--- config.mk ---
export PLATFORM = sky130hd
export DESIGN_NAME = arbitro_mux_flat
export DESIGN_NICKNAME = d
export VERILOG_FILES = /design/src/rtl/arbitro_mux_pkg.sv /design/src/rtl/arbitro_mux_if.sv /design/src/rtl/arbitro_mux_mux.sv /design/src/rtl/arbitro_mux.sv /design/src/flat_wrapper.sv
export SDC_FILE = /design/constraint.sdc
export NUM_CORES = 1
export LEC_CHECK = 0
export ABC_AREA = 1
export CAP_MARGIN = 30
export CELL_PAD_IN_SITES_DETAIL_PLACEMENT = 2
export CELL_PAD_IN_SITES_GLOBAL_PLACEMENT = 2
export CORE_ASPECT_RATIO = 0.6
export CORE_UTILIZATION = 26
export DETAILED_ROUTE_END_ITERATION = 6
export MAX_ROUTING_LAYER = met4
export PLACE_DENSITY_LB_ADDON = 0.2
export REMOVE_ABC_BUFFERS = 1
export SYNTH_ARGS = -nofsm -noshare
export SYNTH_HDL_FRONTEND = slang
export SYNTH_SLANG_ARGS = --single-unit
--- constraint.sdc ---
create_clock -name Clock -period 2.3 [get_ports Clock]
set_clock_uncertainty 0.05 [all_clocks]
set_input_delay 0.345 -clock Clock [delete_from_list [all_inputs] [get_ports Clock]]
set_output_delay 0.345 -clock Clock [all_outputs]
set_load 0.01 [all_outputs]
--- src/rtl/arbitro_mux_pkg.sv ---
// Shared types and constants for the two-requester round-robin arbiter.
package pacote_arbitro;

  localparam int unsigned LARGURA_DADO = 8;

  typedef enum logic [1:0] {
    OCIOSO,
    SERVE1,
    SERVE2
  } estado_t;

endpackage

--- src/rtl/arbitro_mux_if.sv ---
// Requester, MUX-select and output-stage signals of the arbiter.
interface arbitro_mux_if;
  import pacote_arbitro::*;

  logic                    Req1;
  logic                    Req2;
  logic [LARGURA_DADO-1:0] Entrada1;
  logic [LARGURA_DADO-1:0] Entrada2;
  logic                    Concedido1;
  logic                    Concedido2;
  logic                    SinalControle;
  logic [LARGURA_DADO-1:0] Saida;
  logic                    SaidaValida;
  logic                    SaidaPronta;

  // Environment side: requesters and downstream consumer.
  modport master (
    output Req1, Req2, Entrada1, Entrada2, SaidaPronta,
    input  Concedido1, Concedido2, SinalControle, Saida, SaidaValida
  );

  // Arbiter side.
  modport slave (
    input  Req1, Req2, Entrada1, Entrada2, SaidaPronta,
    output Concedido1, Concedido2, SinalControle, Saida, SaidaValida
  );

endinterface

--- src/rtl/arbitro_mux_mux.sv ---
// Existing shared 8-bit 2:1 datapath MUX; 0 selects Entrada1, 1 selects Entrada2.
module MUX
  import pacote_arbitro::*;
(
  input  logic [LARGURA_DADO-1:0] Entrada1,
  input  logic [LARGURA_DADO-1:0] Entrada2,
  input  logic                    SinalControle,
  output logic [LARGURA_DADO-1:0] Saida
);

  assign Saida = SinalControle ? Entrada2 : Entrada1;

endmodule

--- src/rtl/arbitro_mux.sv ---
// Round-robin arbiter with burst limit driving the shared MUX, plus a one-entry output stage.
module arbitro_mux
  import pacote_arbitro::*;
#(
  parameter int unsigned MAX_RAJADA = 4
) (
  input  logic          Clock,
  input  logic          Reset_n,
  arbitro_mux_if.slave  bus
);

  localparam int unsigned LarguraCont = $clog2(MAX_RAJADA + 1);
  localparam logic [LarguraCont-1:0] LimiteCont = LarguraCont'(MAX_RAJADA);

  estado_t                 estado_q, estado_d;
  logic [LarguraCont-1:0]  contador_q, contador_d, contador_inc;
  logic                    ultimo_q, ultimo_d;  // 1 means requester 2 was served last
  logic                    sel_q, sel_d;
  logic [LARGURA_DADO-1:0] saida_q, saida_d;
  logic                    valida_q, valida_d;
  logic [LARGURA_DADO-1:0] mux_saida;
  logic                    pode_capturar, conc1, conc2, captura, fim_rajada;

  MUX u_mux (
    .Entrada1      (bus.Entrada1),
    .Entrada2      (bus.Entrada2),
    .SinalControle (sel_q),
    .Saida         (mux_saida)
  );

  assign pode_capturar = !valida_q || bus.SaidaPronta;
  assign conc1         = (estado_q == SERVE1) && bus.Req1 && pode_capturar;
  assign conc2         = (estado_q == SERVE2) && bus.Req2 && pode_capturar;
  assign captura       = conc1 || conc2;
  assign contador_inc  = contador_q + LarguraCont'(1);
  assign fim_rajada    = (contador_inc == LimiteCont);

  always_comb begin
    estado_d   = estado_q;
    contador_d = contador_q;
    ultimo_d   = ultimo_q;
    saida_d    = saida_q;
    valida_d   = valida_q;

    if (captura) begin
      saida_d  = mux_saida;
      valida_d = 1'b1;
    end else if (valida_q && bus.SaidaPronta) begin
      valida_d = 1'b0;
    end

    unique case (estado_q)
      OCIOSO: begin
        contador_d = '0;
        if (bus.Req1 && bus.Req2) begin
          estado_d = ultimo_q ? SERVE1 : SERVE2;
        end else if (bus.Req1) begin
          estado_d = SERVE1;
        end else if (bus.Req2) begin
          estado_d = SERVE2;
        end
      end
      SERVE1: begin
        if (conc1) begin
          ultimo_d   = 1'b0;
          contador_d = fim_rajada ? '0 : contador_inc;
          if (fim_rajada && bus.Req2) estado_d = SERVE2;
        end else if (!bus.Req1) begin
          contador_d = '0;
          estado_d   = bus.Req2 ? SERVE2 : OCIOSO;
        end
      end
      SERVE2: begin
        if (conc2) begin
          ultimo_d   = 1'b1;
          contador_d = fim_rajada ? '0 : contador_inc;
          if (fim_rajada && bus.Req1) estado_d = SERVE1;
        end else if (!bus.Req2) begin
          contador_d = '0;
          estado_d   = bus.Req1 ? SERVE1 : OCIOSO;
        end
      end
      default: begin
        estado_d   = OCIOSO;
        contador_d = '0;
      end
    endcase

    // Select is registered alongside the state so Req never reaches the MUX combinationally.
    sel_d = (estado_d == SERVE2);
  end

  always_ff @(posedge Clock or negedge Reset_n) begin
    if (!Reset_n) begin
      estado_q   <= OCIOSO;
      contador_q <= '0;
      ultimo_q   <= 1'b1;
      sel_q      <= 1'b0;
      saida_q    <= '0;
      valida_q   <= 1'b0;
    end else begin
      estado_q   <= estado_d;
      contador_q <= contador_d;
      ultimo_q   <= ultimo_d;
      sel_q      <= sel_d;
      saida_q    <= saida_d;
      valida_q   <= valida_d;
    end
  end

  assign bus.Concedido1    = conc1;
  assign bus.Concedido2    = conc2;
  assign bus.SinalControle = sel_q;
  assign bus.Saida         = saida_q;
  assign bus.SaidaValida   = valida_q;

endmodule

--- src/flat_wrapper.sv ---
// flat-port wrapper written by rule: the top's interface ports become plain ports
module arbitro_mux_flat import pacote_arbitro::*;
#(
  parameter int unsigned MAX_RAJADA = 4
)
  (Clock, Reset_n, bus_Req1, bus_Req2, bus_Entrada1, bus_Entrada2, bus_SaidaPronta, bus_Concedido1, bus_Concedido2, bus_SinalControle, bus_Saida, bus_SaidaValida);
  arbitro_mux_if bus_i ();
  input  logic Clock;
  input  logic Reset_n;
  input wire logic [$bits(bus_i.Req1)-1:0] bus_Req1;
  input wire logic [$bits(bus_i.Req2)-1:0] bus_Req2;
  input wire logic [$bits(bus_i.Entrada1)-1:0] bus_Entrada1;
  input wire logic [$bits(bus_i.Entrada2)-1:0] bus_Entrada2;
  input wire logic [$bits(bus_i.SaidaPronta)-1:0] bus_SaidaPronta;
  output wire logic [$bits(bus_i.Concedido1)-1:0] bus_Concedido1;
  output wire logic [$bits(bus_i.Concedido2)-1:0] bus_Concedido2;
  output wire logic [$bits(bus_i.SinalControle)-1:0] bus_SinalControle;
  output wire logic [$bits(bus_i.Saida)-1:0] bus_Saida;
  output wire logic [$bits(bus_i.SaidaValida)-1:0] bus_SaidaValida;
  assign bus_i.Req1 = bus_Req1;
  assign bus_i.Req2 = bus_Req2;
  assign bus_i.Entrada1 = bus_Entrada1;
  assign bus_i.Entrada2 = bus_Entrada2;
  assign bus_i.SaidaPronta = bus_SaidaPronta;
  assign bus_Concedido1 = bus_i.Concedido1;
  assign bus_Concedido2 = bus_i.Concedido2;
  assign bus_SinalControle = bus_i.SinalControle;
  assign bus_Saida = bus_i.Saida;
  assign bus_SaidaValida = bus_i.SaidaValida;
  arbitro_mux #(.MAX_RAJADA(MAX_RAJADA)) u_core (.Clock(Clock), .Reset_n(Reset_n), .bus(bus_i));
endmodule
After elaboration in Yosys (flattened, before gate mapping) --
Cells that the tools add are included.
Cells by class: $add $sub $neg 1, equality and inequality tests 8, multiplexer cells 25, reduce and logical (&&, ||, !) cells 16
Operators by type and width (count):
- 2-bit 2-to-1 mux | 11
- 3-bit 2-to-1 mux | 5
- 1-bit logical AND | 8
- 8-bit 2-to-1 mux | 1
- 3-bit by 2-bit inequality test with 1-bit output (second input constant) | 2
- 2-bit case mux with 3 select lines | 1
- 3-bit case mux with 2 select lines | 1
- 1-bit 2-to-1 mux | 5
- 2-bit equality test (second input constant) | 2
- 2-bit by 1-bit inequality test with 1-bit output (second input constant) | 2
- 2-bit nonzero test | 2
- 3-bit by 1-bit adder with 3-bit output (second input constant) | 1
- 3-bit equality test (second input constant) | 1
- 3-bit AND reduction | 1
- 2-bit by 1-bit equality test with 1-bit output (second input constant) | 1
- 2-bit logical NOT | 1
- 1-bit logical OR | 2
- 1-bit case mux with 2 select lines | 1
- 2-bit AND reduction | 1
- 1-bit logical NOT | 1
Storage, ports and cells: register bits after elaboration 16, input bits 21, output and inout port bits 12, logic and storage cells 56

Logic depth before layout (Yosys ltp) --
depth after elaboration 7, gate-level depth with buffers 11

Hierarchy --
Synthesis repeated with hierarchy kept, for this count alone.
Second synthesis, totals: cell total of the unflattened synthesis 143, area total of the unflattened synthesis 1014.7 µm²
By module, submodules not included:
- arbitro_mux | times used 1, cells each 117, area an instance 909.6 µm²
- MUX | times used 1, cells each 26, area an instance 105.1 µm²

Worst setup path after synthesis --
No wires, ideal clock.
path type register -> register, start point register u_core.estado_q[0], end point register u_core.sel_q, in the netlist u_core.bus.SinalControle, library setup time 0.118 ns, arrival 1.263 ns, data required time 2.132 ns, path slack 0.869 ns, cell stages (with the launch flop) 8, path through dfrtp_1 inv_1 ha_1 nand2_1 nor2_1 nand2_1 nand4_1 nor2_2
Between the ends: longest elaborated chain between the ends 6, elaborated cells on any way between the ends 18, classes of those cells eq/ne (3); mux (10); reduce/logical (5)
Ends and longest elaborated chain:
- start, declared | line arbitro_mux.sv:15 | estado_t estado_q, estado_d;
- start signal, assigned | line arbitro_mux.sv:102 | estado_q <= estado_d;
- 2-bit equality test | line arbitro_mux.sv:33 | assign conc2 = (estado_q == SERVE2) && bus.Req2 && pode_capturar;
- 1-bit logical AND (2 in series) | line arbitro_mux.sv:33
- net bus_Concedido2 | line flat_wrapper.sv:16 | output wire logic [$bits(bus_i.Concedido2)-1:0] bus_Concedido2;
- 2-bit 2-to-1 mux | line arbitro_mux.sv:74 | if (conc2) begin
- 2-bit case mux with 3 select lines | line arbitro_mux.sv:52 | unique case (estado_q)
- 2-bit equality test | line arbitro_mux.sv:90 | sel_d = (estado_d == SERVE2);
- net u_core.sel_d | line arbitro_mux.sv:18 | logic sel_q, sel_d;
- end signal, assigned | line arbitro_mux.sv:105 | sel_q <= sel_d;
- end, declared | line arbitro_mux.sv:18
The timed path passes the listed nets, and every way through them passes these cells. A chain may end at the register's enable or synchronous reset.

Worst setup path after layout --
start point register u_core.estado_q[1], end point output bus_Concedido1
Between the ends: longest elaborated chain between the ends 3
Ends and longest elaborated chain:
- 2-bit by 1-bit equality test with 1-bit output | line arbitro_mux.sv:32 | assign conc1 = (estado_q == SERVE1) && bus.Req1 && pode_capturar;
- 1-bit logical AND (2 in series) | line arbitro_mux.sv:32
- end, declared | line flat_wrapper.sv:15 | output wire logic [$bits(bus_i.Concedido1)-1:0] bus_Concedido1;
No other way between the ends.

==> metrics.txt <==
status=complete, no violations; Buf/Inv on CP=2; number of remaining DRC errors=0; GPL Wtd Cong=0.855; layout cells sized above 1=14.3%; via count=about 1000; DRT Pass-1 Iters=4; full die area=4090 um^2; # IOs=33; antenna violations before repair=0; TritonCTS buffer count=3; final wirelength=between 3000 and 4000 um; Finished Cell Area=approximately 1400 um^2; DR iter-0 viols=20; critical path arrival=1800 ps; CTS Root Cell=clkbuf_8; Via density=around 4.8; core box area=3440 um^2; largest net degree at the start of global routing=21; critical path type=reg2out; Post-Syn Instances=131; Cell variety after synth=24; Worst-path clk slew=60 ps; clk buf depth=2; CTS HTree Levels=1; CTS resizes=1; critical-path cell list=inv_2, ha_2, nand2_2, nor2_4, clkdlybuf4s50_1; Worst-Margin Slew=765 ps; Die Wd=slightly above 80 um; Pleak=0.000686 uW; Clock Latency Late Sink=250 ps; maxcap violations=0; wire length per cell=roughly 15 um; Hold Buf Count CTS=0; first-pass GRT wire length=between 5000 and 6000 um; Final setup viols=0; synth-to-layout area growth=43.5%; GRT Util Overall=18.7%; worst hold path type=reg2reg; fmax=around 460 MHz; Mapped Avg Cell Area=~7.6 um^2; Top delay family on crit path=buffers and inverters; post-CTS setup buffers=0; Main synth FF type=dfrtp_1; hpwl dp=2630 um; Antenna Nets Post-Route=0; relative slew slack=around 49%; Worst Path Required=1900 ps; number of port buffers=32; Final #Nets=between 150 and 200; Slew Viols, Final=0; Post-synth ARST share=100%; Peak supply drop=0.477 mV; Area contributors post-synth=dfrtp_1, nand2_1, ha_1; register area share after synthesis=40.4%; Syn Std Cell Area=995 um^2; Initial Util=between 20 and 30%; EDFF count, synth=0; Critical Path Start Type=flop; vias in the first global route=1097; Yosys warning total=0; RSZ-0062 raised after global routing=false; worst stage delay on the critical path=between 500 and 600 ps; Antenna Cells=0; fin crit period=2200 ps; DP Area=1380 um^2; share of the synthesized area in the top cell type=37.7%; crit path max fanout=5; fin crit share=95.4%; area leader, netlist=dfrtp_1; die height=49.9 um; Sink Count=16; TritonCTS clock tree=built; pwr dens=1050 nW/um^2; row count=16; # fillers=between 400 and 500; setup TNS=0 ps; Hold Vio Cnt, Final=0; Seq cells post-synth=16; slowest stage cell, crit path=clkdlybuf4s50_1; grt total ovfl=0; CP endpoint kind=primary output
==> cells in the final DEF (no fill, tap or decap), drive strengths merged <==
cell,n
nand2,44
clkdlybuf4s50,31
o21ai,22
inv,21
dfrtp,15
nor2,6
ha,6
buf,4
nand4,4
clkbuf,4
nand3,3
o211ai,1
a21boi,1
a21oi,1
o31ai,1
nand3b,1
o22ai,1
dlymetal6s2s,1
dfstp,1
==> path summary, 6_finish.rpt <==
path	startpoint	endpoint	slack [ps]	cells after the start
max in group asynchronous	Reset_n	u_core.contador_q[2]	1230	1
worst min-delay path	u_core.bus.Saida[6]	u_core.bus.Saida[6]	450	2
worst max register to register	u_core.estado_q[0]	u_core.contador_q[0]	500	9
worst min register to register	u_core.bus.Saida[6]	u_core.bus.Saida[6]	450	2
min in group asynchronous	Reset_n	u_core.bus.Saida[6]	500	1
worst max-delay path	u_core.estado_q[1]	bus_Concedido1	100	5
==> final cells by class <==
type	instances	area (um^2)	share of cell area [%]
repair buffers	36	353	24.7
flip-flops and latches	16	402	28.1
inverters	21	78.8	5.52
clock buffers	4	45.0	3.16
multi-input cells	91	493	34.5
well taps	45	56.3	3.94
==> worst reg2reg max path: cells and delay by family (launching register included) <==
| family | cells | cell delay [ps] |
|---|---|---|
| AOI/OAI and AO/OA | 1 | 80 |
| adders and majority gates | 1 | 230 |
| buffers and inverters | 3 | 420 |
| DFF | 1 | 420 |
| and+or+nand+nor | 4 | 510 |
==> per-stage QoR <==
stage	hold WS (ps)	setup WS (ps)	power [uW]	utilization (%)	instances
after global routing	485	42.3	1630	41.5	213
after CTS	456	16.2	1530	41.2	213
after detailed placement	440	199	1300	39.9	209
after floorplan	-0.591	860	890	-	128
final	448	105	1510	41.5	213
after global placement	426	222	1240	39.9	209
==> cell families after synthesis <==
| kind of cell | share of synthesized area [%] |
|---|---|
| and+or+nand+nor | 26.3 |
| AOI/OAI and AO/OA | 15.2 |
| buffers and inverters | 10.6 |
| DFF | 40.4 |
| adders and majority gates | 7.55 |
==> cells in the mapped netlist, types with 2 or more instances <==
master   instances
buf_6            2
dfrtp_1         15
ha_1             6
inv_1           18
inv_2            3
nand2_1         40
nand2_2          4
nand3_1          3
nand4_1          3
nor2_1           4
o21ai_0          9
o21ai_1         11
o21ai_2          2
==> where the power goes <==
part,internal [uW],switching [uW]
Clock,123,94.0
Sequential,397,78.8
Combinational,363,451
Total,882,623
==> routing by layer <==
layer	part of all wire [%]	GRT usage [%]
met5	0	-
met4	0.75	2.63
met3	2.6	4.44
met2	49	30.7
met1	47	23.7
==> state kept, by name, summed over array words and instances (netlist names) <==
name and count:
u_core.bus.Saida 8, u_core.contador_q 3, u_core.estado_q 2, u_core.bus.SaidaValida 1, u_core.bus.SinalControle 1, u_core.ultimo_q 1
Power figures use the tool's default switching activity.
